[src/rtl/action_dispatcher_pkg.sv]
// action_dispatcher_pkg: op/response encodings, FSM states and cost constants
// shared by the dispatcher and its cost evaluator.
package action_dispatcher_pkg;
   typedef enum logic [1:0] {OP_REPULSOR, OP_WEB, OP_THRUSTER, OP_RECHARGE} op_t;
   typedef enum logic [2:0] {RC_OK, RC_NO_ENERGY, RC_NO_TRACER, RC_NO_FLUID, RC_COOLDOWN} rsp_code_t;
   typedef enum logic [1:0] {ST_IDLE, ST_CHECK, ST_COMMIT, ST_RESP} state_t;
   localparam int REPULSOR_COST = 16;
   localparam int THRUSTER_COST = 4;
   localparam int RECHARGE_GAIN = 32;
   localparam int ENERGY_MAX    = 255;
endpackage

[src/rtl/action_cost.sv]
// action_cost: combinational cost, sufficiency and new store values for one action.
module action_cost
   import action_dispatcher_pkg::*;
(
   input  op_t        i_op,
   input  logic [2:0] i_qty,
   input  logic [7:0] i_energy,
   input  logic [5:0] i_tracer,
   input  logic [3:0] i_fluid,
   input  logic       i_cooldown,
   output logic       o_grant,
   output rsp_code_t  o_code,
   output logic       o_energy_en,
   output logic [7:0] o_energy_load,
   output logic       o_tracer_en,
   output logic [5:0] o_tracer_load,
   output logic       o_fluid_en,
   output logic [3:0] o_fluid_load
);
   logic [8:0] w_qty;
   logic [8:0] w_ecost;
   logic [8:0] w_sum;
   logic       w_web;
   logic       w_act;
   always_comb begin
      w_qty         = {6'd0, i_qty};
      w_web         = i_op == OP_WEB;
      w_ecost       = i_op == OP_REPULSOR ? 9'(REPULSOR_COST) * w_qty
                    : i_op == OP_THRUSTER ? 9'(THRUSTER_COST) * w_qty : 9'd0;
      // 9-bit sum so the recharge overflow is visible before saturating
      w_sum         = {1'b0, i_energy} + 9'(RECHARGE_GAIN) * w_qty;
      o_code        = (i_op == OP_REPULSOR && i_cooldown) ? RC_COOLDOWN
                    : {1'b0, i_energy} < w_ecost ? RC_NO_ENERGY
                    : (w_web && i_tracer < {3'd0, i_qty}) ? RC_NO_TRACER
                    : (w_web && i_fluid < {1'b0, i_qty}) ? RC_NO_FLUID : RC_OK;
      o_grant       = o_code == RC_OK;
      w_act         = o_grant && i_qty != 3'd0;
      o_energy_en   = w_act && !w_web;
      o_tracer_en   = w_act && w_web;
      o_fluid_en    = w_act && w_web;
      o_energy_load = i_op == OP_RECHARGE ? (w_sum > 9'(ENERGY_MAX) ? 8'(ENERGY_MAX) : w_sum[7:0])
                    : i_energy - w_ecost[7:0];
      o_tracer_load = i_tracer - {3'd0, i_qty};
      o_fluid_load  = i_fluid - {1'b0, i_qty};
   end
endmodule

[src/rtl/action_dispatcher.sv]
// action_dispatcher: request FSM that checks resource stores, commits one-cycle
// store writes on grant and returns a grant/code response; owns the repulsor cooldown.
module action_dispatcher
   import action_dispatcher_pkg::*;
#(
   parameter int COOLDOWN_CYC = 4
) (
   input  logic       clk,
   input  logic       reset,
   input  logic       req_valid,
   output logic       req_ready,
   input  logic [1:0] req_op,
   input  logic [2:0] req_qty,
   input  logic [7:0] energy_lvl,
   input  logic [5:0] tracer_lvl,
   input  logic [3:0] fluid_lvl,
   output logic       energy_en,
   output logic [7:0] energy_load,
   output logic       tracer_en,
   output logic [5:0] tracer_load,
   output logic       fluid_en,
   output logic [3:0] fluid_load,
   output logic       rsp_valid,
   input  logic       rsp_ready,
   output logic       rsp_grant,
   output logic [2:0] rsp_code
);
   localparam int CW = $clog2(COOLDOWN_CYC + 2);
   state_t     r_state;
   state_t     w_next;
   op_t        r_op;
   logic [2:0] r_qty;
   logic [CW-1:0] r_cool;
   logic       r_grant;
   rsp_code_t  r_code;
   logic       r_een;
   logic       r_ten;
   logic       r_fen;
   logic [7:0] r_eload;
   logic [5:0] r_tload;
   logic [3:0] r_fload;
   logic       w_grant;
   rsp_code_t  w_code;
   logic       w_een;
   logic       w_ten;
   logic       w_fen;
   logic [7:0] w_eload;
   logic [5:0] w_tload;
   logic [3:0] w_fload;
   logic       w_commit;

   action_cost u_cost (
      .i_op          (r_op),
      .i_qty         (r_qty),
      .i_energy      (energy_lvl),
      .i_tracer      (tracer_lvl),
      .i_fluid       (fluid_lvl),
      .i_cooldown    (r_cool != '0),
      .o_grant       (w_grant),
      .o_code        (w_code),
      .o_energy_en   (w_een),
      .o_energy_load (w_eload),
      .o_tracer_en   (w_ten),
      .o_tracer_load (w_tload),
      .o_fluid_en    (w_fen),
      .o_fluid_load  (w_fload)
   );

   always_ff @(posedge clk) begin
      if (reset) begin
         r_state <= ST_IDLE;
         r_op    <= OP_REPULSOR;
         r_qty   <= '0;
         r_cool  <= '0;
         r_grant <= 1'b0;
         r_code  <= RC_OK;
         r_een   <= 1'b0;
         r_ten   <= 1'b0;
         r_fen   <= 1'b0;
         r_eload <= '0;
         r_tload <= '0;
         r_fload <= '0;
      end else begin
         r_state <= w_next;
         if (r_state == ST_IDLE && req_valid) begin
            r_op  <= op_t'(req_op);
            r_qty <= req_qty;
         end
         // levels are sampled here; COMMIT replays the registered decision
         if (r_state == ST_CHECK) begin
            r_grant <= w_grant;
            r_code  <= w_code;
            r_een   <= w_een;
            r_ten   <= w_ten;
            r_fen   <= w_fen;
            r_eload <= w_eload;
            r_tload <= w_tload;
            r_fload <= w_fload;
         end
         r_cool <= (r_state == ST_COMMIT && r_grant && r_op == OP_REPULSOR) ? CW'(COOLDOWN_CYC)
                 : r_cool - CW'(r_cool != '0);
      end
   end

   always_comb begin
      w_next      = r_state == ST_IDLE ? (req_valid ? ST_CHECK : ST_IDLE)
                  : r_state == ST_CHECK ? ST_COMMIT
                  : r_state == ST_COMMIT ? ST_RESP
                  : (rsp_ready ? ST_IDLE : ST_RESP);
      req_ready   = r_state == ST_IDLE && !reset;
      w_commit    = r_state == ST_COMMIT && !reset;
      energy_en   = w_commit && r_een;
      tracer_en   = w_commit && r_ten;
      fluid_en    = w_commit && r_fen;
      energy_load = energy_en ? r_eload : 8'd0;
      tracer_load = tracer_en ? r_tload : 6'd0;
      fluid_load  = fluid_en ? r_fload : 4'd0;
      rsp_valid   = r_state == ST_RESP && !reset;
      rsp_grant   = rsp_valid && r_grant;
      rsp_code    = rsp_valid ? r_code : RC_OK;
   end
endmodule

[config.mk]
export PLATFORM = sky130hd
export DESIGN_NAME = action_dispatcher
export DESIGN_NICKNAME = d
export VERILOG_FILES = /design/src/rtl/action_dispatcher_pkg.sv /design/src/rtl/action_cost.sv /design/src/rtl/action_dispatcher.sv
export SDC_FILE = /design/constraint.sdc
export NUM_CORES = 1
export LEC_CHECK = 0
export CAP_MARGIN = 20
export CORE_MARGIN = 2
export CORE_UTILIZATION = 45
export CTS_CLUSTER_DIAMETER = 100
export DETAILED_ROUTE_END_ITERATION = 12
export PLACE_DENSITY = 0.77
export SLEW_MARGIN = 30
export SYNTH_ARGS = -nofsm -noshare
export SYNTH_HDL_FRONTEND = slang
export SYNTH_SLANG_ARGS = --single-unit
[constraint.sdc]
create_clock -name clk -period 1.8 [get_ports clk]
set_input_delay 0.27 -clock clk [delete_from_list [all_inputs] [get_ports clk]]
set_output_delay 0.27 -clock clk [all_outputs]
set_load 0.05 [all_outputs]
==> results of run 1 <==
-- Yosys cell counts, types with 2 or more instances --
cell / count
a211oi_1: 11
a21o_1: 3
a21oi_1: 15
a22oi_1: 2
and2_1: 24
and3_1: 2
and3b_1: 2
buf_2: 3
buf_4: 2
buf_6: 3
clkbuf_1: 4
dfxtp_1: 34
fa_1: 4
ha_1: 16
inv_1: 15
mux2i_1: 6
nand2_1: 17
nand2b_1: 6
nand3b_1: 5
nor2_1: 29
nor2b_1: 4
nor3_1: 5
o21ai_0: 3
o21ai_1: 3
o311ai_1: 2
o31a_1: 2
o31ai_2: 2
o41ai_1: 3
xnor2_1: 6
xor2_1: 4
-- flip-flops by register name, summed over array words and instances, names as in the netlist, 2 cells and up --
name and count:
r_op 2, r_eload 8, r_tload 6, r_code 3, r_qty 3, r_state 2
r_fload 4, r_cool 3
-- metrics by stage --
step	hold slack (ns)	cell area (µm²)	power, mW	utilization
6_report	0.449	3620	2.27	0.761
3_5_place_dp	0.441	3330	1.62	0.701
2_1_floorplan	0.416	2260	1.36	-
3_3_place_gp	0.438	3330	1.59	0.701
4_1_cts	0.448	3500	2.22	0.735
5_1_grt	0.484	3620	2.40	0.761
-- critical path, stage by stage, from the launching register on --
cell      delay [ns]
dfxtp_2         0.34
buf_4           0.13
or2_4           0.25
ha_4            0.27
o21a_4          0.13
o31ai_4         0.09
a211oi_4        0.32
o311ai_4        0.16
o31ai_2         0.25
-- per-layer routing --
metal / GRT usage / wire length (µm) / vias up
met5: 0 / 0 / -
met4: 0.0774 / 77 / 0
met3: 0.0407 / 226 / 9
met2: 0.347 / 2960 / 58
met1: 0.254 / 2540 / 1007
li1: - / - / 1070
-- final timing paths --
| kind | start | to | slack, ns | cells past startpoint |
|---|---|---|---|---|
| setup / recovery | r_op[0] | r_fen | -0.22 | 8 |
| hold / removal | r_eload[2] | r_eload[2] | 0.45 | 2 |
| setup reg to reg | r_op[0] | r_fen | -0.22 | 8 |
| hold reg to reg | r_eload[2] | r_eload[2] | 0.45 | 2 |
-- logic make-up (layout without fill, tap and decap cells) --
group | after synthesis | count (layout) | share of synthesized area
compound gates | 56 | 56 | 0.183
simple gates | 104 | 104 | 0.252
flops | 34 | 34 | 0.306
mux | 6 | 6 | 0.0270
buf+inv | 29 | 116 | 0.0659
xor+xnor | 10 | 10 | 0.0394
fa+ha+maj | 20 | 20 | 0.126
-- timing repair --
action	CTS	global route
hold buffers	0	0
cloned	0	0
pin swaps	8	12
endpoints found under the setup margin	23	25
gates resized for setup	17	25
setup buffers	0	3
-- report_power, final --
group / switching (mW) / internal (mW)
logic: 0.376 / 0.415
clock network: 0.275 / 0.309
registers: 0.0560 / 0.841
total: 0.707 / 1.56
-- cell type report --
type	instances	share of cell area
multi-input combinational	196	0.435
timing repair buffer	93	0.309
sequential	34	0.191
clock buffer	7	0.0239
tap	67	0.0232
inverter	15	0.0163
clock inverter	1	0.00138
==> flow_summary.yaml, run 1 <==
yosys:
  synth_edf_count: 0
  ys_warn_count: 0
  synth_fp_nets: 306
  synth_seq_cells: 34
  yosysUniqueCellTypes: 52
  synth_async_sr_flop_share: 0
  syn-instance-count: 259
  seq_area_frac_synth: 0.306
  netlist.area_leader.share: 0.306
  syn_area_per_cell_um2: 8.58
  synth.area.top_cells: "dfxtp_1 (31%), ha_1 (9.0%), and2_1 (6.8%), nor2_1 (4.9%), a211oi_1 (3.7%)"
  synth_area_um2: 2220
  synth_flop_cell: "dfxtp_1"
  synth_top_area_cell: "dfxtp_1"
global_route:
  grt_max_degree: 28
  antenna_found_initial: 0
  gr-total-overflow: 0
  grt_pass1_wl_mm: 8.60
  grt_util_all_layers: 0.203
  grt_pass1_vias: 2009
detailed_routing:
  avgRoutedWirePerCell_um: 14.0
  drt_iter0_markers: 105
  vias_per_cell: 5.19
  drt.antenna.violating_nets: 0
  drt_pre_antenna_iters: 4
  finalWirelength_mm: 5.80
  drc: 0
  vias: 2144
final_layout:
  multi_input_area_um2: 1580
  finalNetCount: 392
  layout-drive-gt1-share: 0.341
  diodes: 0
  seq_area_um2: 691
  instances_no_fill: 413
  n_fill_cell: 313
  synthToLayoutAreaGrowth_pct: 62.8
  final_common_cell: "buf_4"
  final_cell_mix: "buf_4 (36), nor2_1 (29), dfxtp_1 (28)"
status:
  violations: "negative setup slack"
  status: "finished with violations"
timing:
  setup_viol: 8
  period_share: 1.12
  final.setup.worst_slack_ns: -0.219
  worst_pin_slew_ns: 0.380
  setup-tns-final_ns: -1.00
  clock.fmax_mhz: 495
  finalClockSkew_ns: 0.00398
  relSlewSlack: 0.746
  hold_viol_final: 0
  slew_violations: 0
  rsz0062_at_grt: "yes"
  min_period_ns: 2.02
floorplanning:
  die_y_um: 74.3
  rows: 25
  coreArea_um2: 4750
  ioPinCount: 54
  dieArea_um2: 5520
  start_util: 0.467
  die_w_um: 74.3
placed_design:
  port_buffers: 53
  dp_cells: 402
  place_congestion: 0.855
  place_hpwl_mm: 4.19
  post-place-ws_ns: -0.424
worst_hold_path:
  hold_path.class: "reg2reg"
clock_tree:
  root_buffer: "clkbuf_8"
  clk_pin_slew_ns: 0.07
  cts_inserted_buffers: 5
  clk_latency_ns: 0.28
  cts_tree: "built"
  cts-htree-levels: 2
  clock_path_buffers: 2
  cts.sinks: 34
power_and_ir_drop:
  powerDensity_nw_per_um2: 628
  p_leak_nw: 1.47
  ir_worst_vdd_uv: 476
setup_path:
  cp.arrival_ns: 2.22
  crit_type: "reg2reg"
  worstPathRequired_ns: 2.00
  worst_setup_path_end_kind: "flip-flop"
  startpoint_type: "flip-flop"
  path_max_fanout: 5
flow_run:
  cap_violations: 0
(Power assumes the default switching activity.)
==> run 2, diff against run 1 <==
--- a/config.mk
+++ b/config.mk
@@ -6,12 +6,12 @@
 export NUM_CORES = 1
 export LEC_CHECK = 0
 export CAP_MARGIN = 20
-export CORE_MARGIN = 2
+export CORE_MARGIN = 4
 export CORE_UTILIZATION = 45
 export CTS_CLUSTER_DIAMETER = 100
 export DETAILED_ROUTE_END_ITERATION = 12
 export PLACE_DENSITY = 0.77
-export SLEW_MARGIN = 30
+export SLEW_MARGIN = 20
 export SYNTH_ARGS = -nofsm -noshare
 export SYNTH_HDL_FRONTEND = slang
 export SYNTH_SLANG_ARGS = --single-unit
==> run 2 against run 1 <==
The flow still finishes with violations (negative setup slack). Setup slack gained 0.037 ns. Hold slack better by 0.0017 ns. Register-to-register slack improved by 0.04 ns. Routed wire length is 15% higher. Cell count is 1.2% higher. Non-clock buffer count rose by 5. Sequential share of layout area is 0.38 points lower. Final area increased by 1.9%. Fmax increased by 1.9%. Largest cell class unchanged.
==> flow_summary.yaml, run 2 (same netlist as run 1, synthesis figures left out) <==
placed_design:
  place_congestion: 0.806
  place_hpwl_mm: 4.49
  port_buffers: 53
  post-place-ws_ns: -0.463
  dp_cells: 402
timing:
  final.setup.worst_slack_ns: -0.182
  slew_violations: 0
  min_period_ns: 1.98
  finalClockSkew_ns: 0.00455
  clock.fmax_mhz: 504
  hold_viol_final: 0
  relSlewSlack: 0.735
  period_share: 1.10
  rsz0062_at_grt: "yes"
  setup_viol: 10
  setup-tns-final_ns: -1.19
  worst_pin_slew_ns: 0.397
final_layout:
  fin_util: 0.775
  diodes: 0
  n_fill_cell: 334
  layout-drive-gt1-share: 0.348
  largest_register_ffs: 8
  finalNetCount: 397
  synthToLayoutAreaGrowth_pct: 65.8
  final_common_cell: "buf_4"
  top_register: "r_eload"
  instances_no_fill: 418
  reg_top3: "r_eload: 8 flops, r_tload: 6 flops, r_fload: 4 flops"
  final_cell_mix: "buf_4 (42), dfxtp_1 (29), nor2_1 (28)"
detailed_routing:
  vias_per_cell: 5.42
  avgRoutedWirePerCell_um: 15.9
  drc: 0
  drt_pre_antenna_iters: 4
  finalWirelength_mm: 6.66
  drt_iter0_markers: 193
  drt.antenna.violating_nets: 0
  vias: 2266
power_and_ir_drop:
  powerDensity_nw_per_um2: 632
  p_leak_nw: 1.50
  ir_worst_vdd_uv: 457
clock_tree:
  cts-htree-levels: 2
  cts_inserted_buffers: 5
  clock_path_buffers: 2
  cts.sinks: 34
  clk_pin_slew_ns: 0.07
  clk_latency_ns: 0.29
  cts_hold_buf: 0
  root_buffer: "clkbuf_8"
  cts_tree: "built"
setup_path:
  slowest_stage: "dfxtp_4"
  cp.arrival_ns: 2.15
  crit_type: "reg2reg"
  crit_chain: "buf_6 > ha_4 > inv_2 > fa_2 > a211o_4 > o22a_1 > o311ai_4 > o31ai_2"
  worstPathRequired_ns: 1.97
  worst_setup_path_end_kind: "flip-flop"
  path_buf_inv: 2
  path_max_fanout: 5
  startpoint_type: "flip-flop"
  max_stage_delay_ns: 0.39
  cpLargestDelayFamily: "compound AO/OA/AOI/OAI gates"
global_route:
  antenna_found_initial: 0
  grt_util_all_layers: 0.205
  grt_pass1_wl_mm: 10.0
  grt_max_degree: 38
  gr-total-overflow: 0
  grt_pass1_vias: 2168
floorplanning:
  coreArea_um2: 4750
  dieArea_um2: 6130
  rows: 25
  ioPinCount: 54
  die_y_um: 78.3
  die_w_um: 78.3
  start_util: 0.467
status:
  status: "finished with violations"
  violations: "negative setup slack"
flow_run:
  cap_violations: 0
worst_hold_path:
  hold_path.class: "reg2reg"
-- run 2: area by class of cell --
cell class / count / area, µm² / share of cell area
Timing Repair Buffer: 98 / 1150 / 0.312
Tap cell: 67 / 83.8 / 0.0228
Inverter: 15 / 61.3 / 0.0166
Sequential cell: 34 / 689 / 0.187
Clock buffer: 7 / 86.3 / 0.0234
Multi-Input combinational cell: 196 / 1610 / 0.437
Clock inverter: 1 / 5.00 / 0.00136
-- run 2: path summary, 6_finish.rpt --
check | start | end | slack, ns | depth (start not counted)
max | r_qty[0] | r_fen | -0.18 | 8
min | r_tload[1] | r_tload[1] | 0.45 | 2
max reg2reg | r_qty[0] | r_fen | -0.18 | 8
min reg2reg | r_tload[1] | r_tload[1] | 0.45 | 2
-- run 2: worst reg2reg max path, delay by kind of cell, from the launching register on --
kind                       cells  cell delay [ns]
buffers and inverters          2             0.16
AOI/OAI and AO/OA              4             0.80
adders and majority gates      2             0.50
DFF                            1             0.39
-- run 2: timing repair --
| action | 4_1_cts | 5_1_grt |
|---|---|---|
| resized for setup | 19 | 26 |
| setup endpoints to repair | 29 | 32 |
| gates cloned | 0 | 0 |
| buffers inserted | 4 | 4 |
| pin swaps | 10 | 8 |
-- run 2: power by group --
part	switching (mW)	internal, mW	leakage [nW]
combinational	0.408	0.435	1.17
sequential	0.0562	0.840	0.281
clock	0.282	0.309	0.0482
total	0.746	1.58	1.50
-- run 2: routing by layer --
layer | GRT usage | vias up | share of wire
met5 | 0 | - | 0
met4 | 0.0787 | 0 | 0.015
met3 | 0.0493 | 13 | 0.060
met2 | 0.373 | 88 | 0.54
met1 | 0.230 | 1087 | 0.39
li1 | - | 1078 | -
-- run 2: stage by stage --
stage	hold slack (ns)	power, mW	area [µm²]
2_1_floorplan	0.416	1.36	2260
3_3_place_gp	0.437	1.60	3340
3_5_place_dp	0.444	1.63	3340
4_1_cts	0.454	2.25	3520
5_1_grt	0.477	2.47	3680
6_report	0.451	2.33	3680
